$ cat config.mk
export PLATFORM = sky130hd
export DESIGN_NAME = dmg_oam_dma
export DESIGN_NICKNAME = d
export VERILOG_FILES = /design/src/rtl/dmg_oam_dma.sv
export SDC_FILE = /design/constraint.sdc
export NUM_CORES = 1
export LEC_CHECK = 0
export CAP_MARGIN = 20
export CORE_MARGIN = 2
export CORE_UTILIZATION = 45
export CTS_CLUSTER_DIAMETER = 120
export CTS_CLUSTER_SIZE = 12
export DETAILED_ROUTE_END_ITERATION = 10
export HOLD_SLACK_MARGIN = 0.12
export PLACE_DENSITY = 0.81
export SLEW_MARGIN = 20
export SYNTH_ARGS = -nofsm -noshare
export SYNTH_HDL_FRONTEND = slang
export SYNTH_SLANG_ARGS = --single-unit
export TNS_END_PERCENT = 20
$ cat constraint.sdc
create_clock -name clk -period 2.5 [get_ports clk]
set_input_delay 0.25 -clock clk [delete_from_list [all_inputs] [get_ports clk]]
set_output_delay 0.25 -clock clk [all_outputs]
set_load 0.05 [all_outputs]
$ cat src/rtl/dmg_oam_dma.sv
// dmg_oam_dma: OAM DMA controller. Owns FF46 and copies LEN bytes from the
// effective source page into PPU OAM, one byte per ce tick. The source page
// is {base,8'h00}; bases in E0..FF are folded down by 8'h20 (echo RAM).
//
// Ports:
//   clk, rst        system clock, synchronous active-low reset
//   ce              M-cycle enable (one clk wide, may be held high)
//   reg_write       FF46 write strobe, reg_d_in write data
//   reg_d_rd        FF46 readback (last written base)
//   dma_active      DMA owns the bus; src_addr valid, src_data returned
//   src_addr        source read address (16'h0000 when idle)
//   src_data        bus read data, sampled on ce during transfer
//   oam_addr        OAM byte index, oam_d_wr write data, oam_write strobe
//   done            one-clk pulse together with the final oam_write
module dmg_oam_dma #(
    parameter int unsigned LEN         = 160,
    parameter int unsigned START_DELAY = 1
) (
    input  logic        clk,
    input  logic        rst,
    input  logic        ce,
    input  logic        reg_write,
    input  logic [7:0]  reg_d_in,
    output logic [7:0]  reg_d_rd,
    output logic        dma_active,
    output logic [15:0] src_addr,
    input  logic [7:0]  src_data,
    output logic [7:0]  oam_addr,
    output logic [7:0]  oam_d_wr,
    output logic        oam_write,
    output logic        done
);

    typedef enum logic [1:0] {
        S_IDLE,
        S_START,
        S_XFER
    } state_t;

    localparam logic [7:0] LAST = 8'(LEN - 1);
    localparam logic [7:0] DLY  = 8'(START_DELAY);

    state_t     state, state_n;
    logic [7:0] base, base_n;
    logic [7:0] idx, idx_n;
    logic [7:0] ctr, ctr_n;
    logic [7:0] oam_addr_n, oam_d_wr_n;
    logic       oam_write_n, done_n;
    logic [7:0] eff;

    assign eff        = (base >= 8'hE0) ? base - 8'h20 : base;
    assign reg_d_rd   = base;
    assign dma_active = (state == S_XFER);
    assign src_addr   = dma_active ? {eff, idx} : '0;

    always_comb begin
        state_n     = state;
        base_n      = base;
        idx_n       = idx;
        ctr_n       = ctr;
        oam_addr_n  = oam_addr;
        oam_d_wr_n  = oam_d_wr;
        oam_write_n = 1'b0;
        done_n      = 1'b0;
        // A register write restarts from any state and swallows a coincident
        // ce, so a byte sampled on that same clk never reaches OAM.
        if (reg_write) begin
            base_n  = reg_d_in;
            idx_n   = '0;
            ctr_n   = DLY;
            state_n = (START_DELAY == 0) ? S_XFER : S_START;
        end else if (ce) begin
            case (state)
                S_START: begin
                    ctr_n = ctr - 8'd1;
                    if (ctr <= 8'd1) state_n = S_XFER;
                end
                S_XFER: begin
                    oam_write_n = 1'b1;
                    oam_addr_n  = idx;
                    oam_d_wr_n  = src_data;
                    if (idx == LAST) begin
                        state_n = S_IDLE;
                        done_n  = 1'b1;
                    end else begin
                        idx_n = idx + 8'd1;
                    end
                end
                default: ;
            endcase
        end
    end

    always_ff @(posedge clk) begin
        if (!rst) begin
            state     <= S_IDLE;
            base      <= 8'hFF;
            idx       <= '0;
            ctr       <= '0;
            oam_addr  <= '0;
            oam_d_wr  <= '0;
            oam_write <= 1'b0;
            done      <= 1'b0;
        end else begin
            state     <= state_n;
            base      <= base_n;
            idx       <= idx_n;
            ctr       <= ctr_n;
            oam_addr  <= oam_addr_n;
            oam_d_wr  <= oam_d_wr_n;
            oam_write <= oam_write_n;
            done      <= done_n;
        end
    end

endmodule

==> impl_metrics.tcl <==
set metrics [dict create \
    cts_made_buffers 5 \
    die_area_mm2 0.00500 \
    crit_chain "inv_1 > ha_1 > clkdlybuf4s50_1" \
    fp-row-count 24 \
    peakVddDrop_mv 0.304 \
    cp-end-kind "primary output" \
    synth.yosys.seq_area_share 0.440 \
    ys_seq_elements 44 \
    syn_inst 231 \
    clock_latency_ns 0.29 \
    routabilityCongestion 0.758 \
    tritoncts "yes" \
    overflow 0 \
    dp_cells 337 \
    first_global_vias 1678 \
    core_mm2 0.00432 \
    drtIter0Drc 187 \
    place_area_mm2 0.00264 \
    clkTransAtPathRegs_ns 0.08 \
    syn_area_mm2 0.00200 \
    worstMarginPinSlew_ns 0.513 \
    die-height_um 70.7 \
    ctsHoldBuffers 0 \
    ctsRootBufferMaster "clkbuf_8" \
    dp_hpwl_mm 3.06 \
    start_util 0.463 \
    design.portCount 63 \
    n_antenna_cell 0 \
    wl_mm 4.23 \
    yosysUniqueCellTypes 41 \
    fillers 377 \
    grt_max_degree 25 \
    fin_tns_setup_ns 0 \
    cp_max_fo 8 \
    htree_levels 2 \
    layout_commonest_cell "nand2_1" \
    via_per_inst 5.09 \
    grt_util_all_layers 0.175 \
    drtAntennaViolNets 0 \
    final-max-slew-violation-count 0 \
    leakagePower_nw 1.06 \
    finalSetupViolCount 0 \
    port_buffers 62 \
    cts_resized 0 \
    dp_slack_ns 0.556 \
    hold_violations 0 \
    avgSynthCellArea_um2 8.67 \
    arrival_ns 1.86 \
    cts_setup_buffers 0 \
    powerDensity_mw_per_mm2 507 \
    finalInstanceArea_mm2 0.00273 \
    layout_setup_ws_ns 0.392 \
    ys.flop_type "dfxtp_1" \
    clkSinkCount 44 \
    wl_per_cell_um 12.3 \
    max_stage_delay_ns 0.86 \
    slowest_stage "clkdlybuf4s50_1" \
    holdCritPathClass "reg2reg" \
    post-route-util 0.631 \
    antenna_found_initial 0 \
    max_freq_mhz 474 \
    outcome "completed" \
    vias 1757 \
    min_period_ns 2.11 \
    final_cell_mix "nand2_1 (50), clkdlybuf4s50_1 (46), dfxtp_1 (44), buf_4 (22), nor2_1 (19)" \
    slew_headroom 0.657 \
    drc_errors 0 \
    synth_edf_count 0 \
    required_ns 2.25 \
    area_growth_syn_to_layout_pct 36.4 \
    maxCapViolCount 0 \
    period_share 0.843 \
    nets 318 \
    synthArstFlopShare 0 \
    grt_pass1_wl_mm 7.14 \
    synth.net_count 257 \
    chipWidth_um 70.7 \
    yosys_warnings 0 \
    drive_gt1_frac 0.119 \
    critPathKind "reg2out" \
    firstDrtPassIters 4 \
    skew_ns 0.0101 \
    rsz0062_at_grt "no" \
    start_kind "register" \
    instances_no_fill 345 \
    cts_buffer_depth 2 \
]
[cell usage after synthesis (3+ instances only)]
| cell | instances | share of area |
|---|---|---|
| buf_2 | 3 | 0.0075 |
| mux2i_1 | 7 | 0.035 |
| a21boi_0 | 16 | 0.060 |
| xnor2_1 | 4 | 0.017 |
| inv_1 | 6 | 0.011 |
| dfxtp_1 | 44 | 0.44 |
| nand2_1 | 50 | 0.094 |
| a21oi_1 | 5 | 0.012 |
| clkbuf_1 | 10 | 0.019 |
| nand3_1 | 5 | 0.012 |
| nor2b_1 | 3 | 0.0094 |
| ha_1 | 6 | 0.037 |
| xor2_1 | 7 | 0.031 |
| nor2_1 | 19 | 0.036 |
| and2_1 | 13 | 0.041 |
| a31oi_1 | 4 | 0.012 |
| nand3b_1 | 3 | 0.011 |
[metal layers]
layer,routed length [um],vias up,global-route usage
met5,0,-,0
met4,64,0,0.0566
met1,1900,803,0.211
met2,1990,50,0.298
met3,275,5,0.0541
li1,-,899,-
[worst max-delay path, delay by kind of cell, from the launching register on]
kind                       cells  cell delay, ns
adders and majority gates      1            0.30
DFF                            1            0.34
buffers and inverters          2            0.92
[stage by stage]
step	total power [mW]	hold WS (ns)
6_report	1.38	0.465
3_3_place_gp	0.939	0.448
2_1_floorplan	0.871	0.379
3_5_place_dp	0.943	0.456
4_1_cts	1.40	0.467
5_1_grt	1.44	0.502
[final cells by class]
class | count | area (um^2) | area share
clock buffer | 7 | 86.3 | 0.0316
clock inverter | 1 | 7.51 | 0.00275
inverter | 6 | 22.5 | 0.00825
multi-input combinational | 167 | 1040 | 0.382
sequential | 44 | 881 | 0.323
tap | 52 | 65.1 | 0.0238
timing repair buffer | 68 | 626 | 0.229
[where the power goes]
part | switching (mW) | leakage [nW] | total, mW | internal, mW
clock | 0.234 | 0.0445 | 0.459 | 0.225
sequential | 0.0149 | 0.357 | 0.731 | 0.716
combinational | 0.108 | 0.663 | 0.195 | 0.0868
[registers in the layout, indices dropped and copies added, names as in the netlist]
signal,flops
ctr,8
idx,8
oam_addr,8
oam_d_wr,8
reg_d_rd,8
state,2
done,1
oam_write,1
[kinds of logic after synthesis]
family,count (synthesis),share of synthesized area
AOI/OAI and AO/OA,38,0.153
buffers and inverters,20,0.0394
muxes,7,0.0350
adders and majority gates,6,0.0375
xor gates and xnor gates,11,0.0481
and+or+nand+nor,105,0.247
DFF,44,0.440
[path summary, 6_finish.rpt]
check | from | end | slack, ns | cells past startpoint
worst max-delay path | state[0] | dma_active | 0.39 | 3
worst min-delay path | oam_d_wr[6] | oam_d_wr[6] | 0.47 | 2
worst max register to register | state[0] | idx[2] | 0.75 | 6
worst min register to register | oam_d_wr[6] | oam_d_wr[6] | 0.47 | 2
(Power assumes the default switching activity.)
==> RTL change 1, RTL diff (config.mk and constraints unchanged) <==
`oam_addr` no longer has a reset.
--- a/src/rtl/dmg_oam_dma.sv
+++ b/src/rtl/dmg_oam_dma.sv
@@ -98,5 +98,4 @@
             idx       <= '0;
             ctr       <= '0;
-            oam_addr  <= '0;
             oam_d_wr  <= '0;
             oam_write <= 1'b0;
@@ -107,5 +106,4 @@
             idx       <= idx_n;
             ctr       <= ctr_n;
-            oam_addr  <= oam_addr_n;
             oam_d_wr  <= oam_d_wr_n;
             oam_write <= oam_write_n;
@@ -114,4 +112,8 @@
     end
 
+    always_ff @(posedge clk) begin
+        oam_addr <= oam_addr_n;
+    end
+
 endmodule
 
Formal check against the unedited RTL: differs if rst is asserted again (counterexample within 10 cycles, from zero or initial values and one cycle with rst low); with rst held inactive, the same outputs for 10 cycles.
==> RTL change 1 against the unedited design <==
- die area down 2.9%
- area after synthesis down 3.1%
- worst hold slack better by 0.0018 ns
- sequential cell count unchanged
- fmax down 6.9%
- cell area up 0.78%
- routed wire length down 7.3%
- final cell count down 7.2%
- via count down 11%
- total power up 14%
- critical path depth up 1
- worst setup slack worse by 0.16 ns
- critical endpoint is now src_addr[10]
- largest power group unchanged
==> RTL change 1: results <==
set metrics [dict create \
    outcome "finished, final reports clean" \
    netlist-cell-type-count 40 \
    clkTransAtPathRegs_ns 0.08 \
    wirelength_um 3930 \
    grt_pass1_vias 1484 \
    post_synth_main_area_contributors "dfxtp_1 (37%), edfxtp_1 (12%), nand2_1 (6.2%), and2_1 (4.2%), ha_1 (3.9%)" \
    grt_pass1_wl_um 6720 \
    timing.slew.headroom_pct 56.0 \
    antenna_found_initial 0 \
    detailedRoute.firstPassIterationCount 4 \
    post_cts.repair.setup_buffers 0 \
    clock_tree.htree_level_count 2 \
    vdd_drop_max_mv 0.287 \
    post_synthesis_async_set_or_reset_flop_share_pct 0 \
    rows 23 \
    fin_nets 295 \
    syn_nets 230 \
    placement.io_buffers 62 \
    dpl-instance-area_mm2 0.00262 \
    dp_worst_setup_slack_ns 0.372 \
    drive_above_1_share_pct 9.26 \
    dp_hpwl_um 2850 \
    grt_usage_pct 17.0 \
    dp.cells 312 \
    synth.top_cells.by_count "dfxtp_1 (36), nand2_1 (32), nor2_1 (19), and2_1 (13)" \
    drt_iter0_markers 107 \
    clock_root_buffer "clkbuf_8" \
    number_of_synthesized_flops_with_an_enable_pin 8 \
    route.vias.total 1556 \
    timing.critical_path.fanout_max 17 \
    crit_path_max_incr_delay_ns 0.81 \
    ys_warn_count 0 \
    critPathTopFamily "buffers and inverters" \
    hold_class "reg -> reg" \
    cellLeakagePower_nw 1.05 \
    place.gp.congestion 0.727 \
    ys_dominant_reg_cell "dfxtp_1" \
    clock_insertion_delay_worst_skew_ns 0.29 \
    wire_per_inst_um 12.3 \
    clockBufferDepth 2 \
    largest_net_degree_at_the_start_of_global_routing 19 \
    num_antenna_cells 0 \
    clock-skew-final_ns 0.00641 \
    slowest_stage_cell_cp "clkdlybuf4s50_1" \
    tritoncts.num_buffers 5 \
    netlist_instances 204 \
    critical_path_at_ns 2.01 \
    yosysSeqAreaShare_pct 49.5 \
]
-- RTL change 1: worst min-delay path, cell delays in order (launching register included) --
cell      delay [ns]
dfxtp_1         0.31
nand2_1         0.05
a21boi_0        0.06
-- RTL change 1: where the power goes --
group	leakage, nW	internal (mW)	switching (mW)	total (mW)
registers	0.383	0.734	0.0146	0.749
logic	0.606	0.0873	0.107	0.194
clock network	0.0654	0.399	0.231	0.630
-- RTL change 1: logic make-up (layout without fill, tap and decap cells) --
group,count (synthesis),after routing,share of synthesized area [%]
adders and majority gates,6,6,3.87
DFF,44,44,49.5
AOI/OAI and AO/OA,27,27,11.0
muxes,8,8,4.19
xor gates and xnor gates,11,11,4.96
buffers and inverters,19,85,3.80
and+or+nand+nor,89,89,22.6
-- RTL change 1: repair_timing --
action,CTS,global route
resized for setup,0,1
endpoints found under the setup margin,0,10
endpoints found under the hold margin,0,0
-- RTL change 1: final cells by class --
cell class,count,area [µm²]
tap,50,62.6
fill,330,1340
multi-input combinational,141,908
sequential,44,961
clock inverter,2,60.1
timing repair buffer,68,653
inverter,9,33.8
clock buffer,6,72.6
-- RTL change 1: final timing paths --
path,to,cells after the start,startpoint,slack [ns]
max,src_addr[10],4,state[0],0.24
max reg2reg,idx[7],7,state[0],0.67
min reg2reg,oam_d_wr[1],2,oam_d_wr[1],0.47
min,oam_d_wr[1],2,oam_d_wr[1],0.47
-- RTL change 1: metal layers --
layer	part of all wire, %	up-vias	track usage (%)
met5	0	-	0
met4	0.82	0	4.49
met3	8.4	4	7.41
met2	41	63	25.1
met1	49	674	22.8
li1	-	815	-
==> RTL change 2, RTL diff (same settings) <==
Made on the original files. Change the parameter `LEN` from 160 to 120.
--- a/src/rtl/dmg_oam_dma.sv
+++ b/src/rtl/dmg_oam_dma.sv
@@ -14,5 +14,5 @@
 //   done            one-clk pulse together with the final oam_write
 module dmg_oam_dma #(
-    parameter int unsigned LEN         = 160,
+    parameter int unsigned LEN         = 120,
     parameter int unsigned START_DELAY = 1
 ) (
Check against the original RTL: no difference found for any inputs over 10 cycles, from zero or initial values and one cycle with rst low; that may be too few to reach the edited logic, so the function may still have changed.
==> RTL change 2 against the unedited design <==
- non-clock buffer count did not move
- routed wire length grew 3.5%
- sequential cell count stayed put
- sequential share of layout area up 0.31 points
- area after synthesis fell by 1.5%
- die area is 1.4% lower
- combinational power is essentially flat
- critical path depth stayed put
- cell area down 0.96%
- fmax decreased by 5.7%
- total power down 0.21%
- worst setup slack lost 0.13 ns
- largest power group unchanged
==> RTL change 2: results <==
set metrics [dict create \
    tightestPinTransition_ns 0.511 \
    fin_util_pct 63.0 \
    syn_nets 255 \
    num_antenna_cells 0 \
    post_synthesis_async_set_or_reset_flop_share_pct 0 \
    grt_pass1_wl_um 7560 \
    ys_seq_elements 44 \
    crit_path_max_incr_delay_ns 0.88 \
    drt_iter0_markers 124 \
    slowest_stage_cell_cp "clkdlybuf4s50_1" \
    tritoncts.num_buffers 5 \
    outcome "finished, final reports clean" \
    nonClockBufferCount 68 \
    clockNetworkAreaShare_pct 3.42 \
    clock-skew-final_ns 0.00290 \
    netlist-cell-type-count 35 \
    seq-cell-share_pct 32.6 \
    clockBufferDepth 2 \
    post_synth_main_area_contributors "dfxtp_1 (45%), nand2_1 (8.9%), a21boi_0 (6.5%), xnor2_1 (4.9%), and2_1 (4.1%)" \
    timing.critical_path.fanout_max 14 \
    synth_fa_ha_area_share_pct 3.81 \
    drive_above_1_share_pct 12.0 \
    detailedRoute.firstPassIterationCount 4 \
    synth_area_per_cell_um2 8.61 \
    layout.buffer.nonclock.area_share_pct 23.1 \
    dp_hpwl_um 3180 \
    place.gp.congestion 0.784 \
    final.setup.tns_ns 0 \
    synth.top_cells.by_count "nand2_1 (47), dfxtp_1 (44), nor2_1 (20), a21boi_0 (17), and2_1 (13)" \
    yosysSeqAreaShare_pct 44.7 \
    antenna_found_initial 0 \
    vdd_drop_max_mv 0.338 \
    cellLeakagePower_nw 1.01 \
    dpl-instance-area_mm2 0.00261 \
    synth_xor_area_share_pct 5.77 \
    placement.io_buffers 62 \
    critical_path_at_ns 1.98 \
    synth_compound_gate_area_share_pct 13.0 \
    ys_warn_count 0 \
    fill_cells 392 \
    multi_input_area_share_pct 37.2 \
    inv_count 9 \
    largest_net_degree_at_the_start_of_global_routing 27 \
    route.vias.total 1724 \
    clock_root_buffer "clkbuf_8" \
    max_cap_viol_count 0 \
    multi_input_comb_cells 163 \
    clock_insertion_delay_worst_skew_ns 0.30 \
    post_cts.repair.setup_buffers 0 \
    drt-vias-per-instance 5.01 \
    wirelength_um 4380 \
    synthMuxAreaShare_pct 4.12 \
    hold_class "reg -> reg" \
    fin_nets 317 \
    dieWidth_um 70.2 \
    grt_usage_pct 19.2 \
    dp_worst_setup_slack_ns 0.605 \
    clkTransAtPathRegs_ns 0.09 \
    cts_resized 0 \
    clock_tree.htree_level_count 2 \
]
[RTL change 2: power by group]
group / total [mW] / internal, mW / switching [mW]
sequential: 0.731 / 0.716 / 0.0155
combinational: 0.195 / 0.0884 / 0.107
clock: 0.454 / 0.198 / 0.257
[RTL change 2: final timing paths]
| path | startpoint | end | slack [ns] | cells past startpoint |
|---|---|---|---|---|
| max | state[0] | dma_active | 0.27 | 3 |
| min | oam_d_wr[0] | oam_d_wr[0] | 0.46 | 2 |
| max reg2reg | state[0] | oam_d_wr[1] | 0.69 | 6 |
| min reg2reg | oam_d_wr[0] | oam_d_wr[0] | 0.46 | 2 |
[RTL change 2: metal layers]
metal	vias to the layer above	global-route usage [%]	wire [µm]
li1	880	-	-
met1	786	21.3	1950
met2	56	34.0	2130
met3	2	5.63	255
met4	0	8.33	49
met5	-	0	0
[RTL change 2: worst max-delay path: cells and delay by family, from the launching register on]
kind	cells	cell delay, ns
adder cells (fa/ha/maj)	1	0.41
buffers and inverters	2	0.94
flip-flops	1	0.33
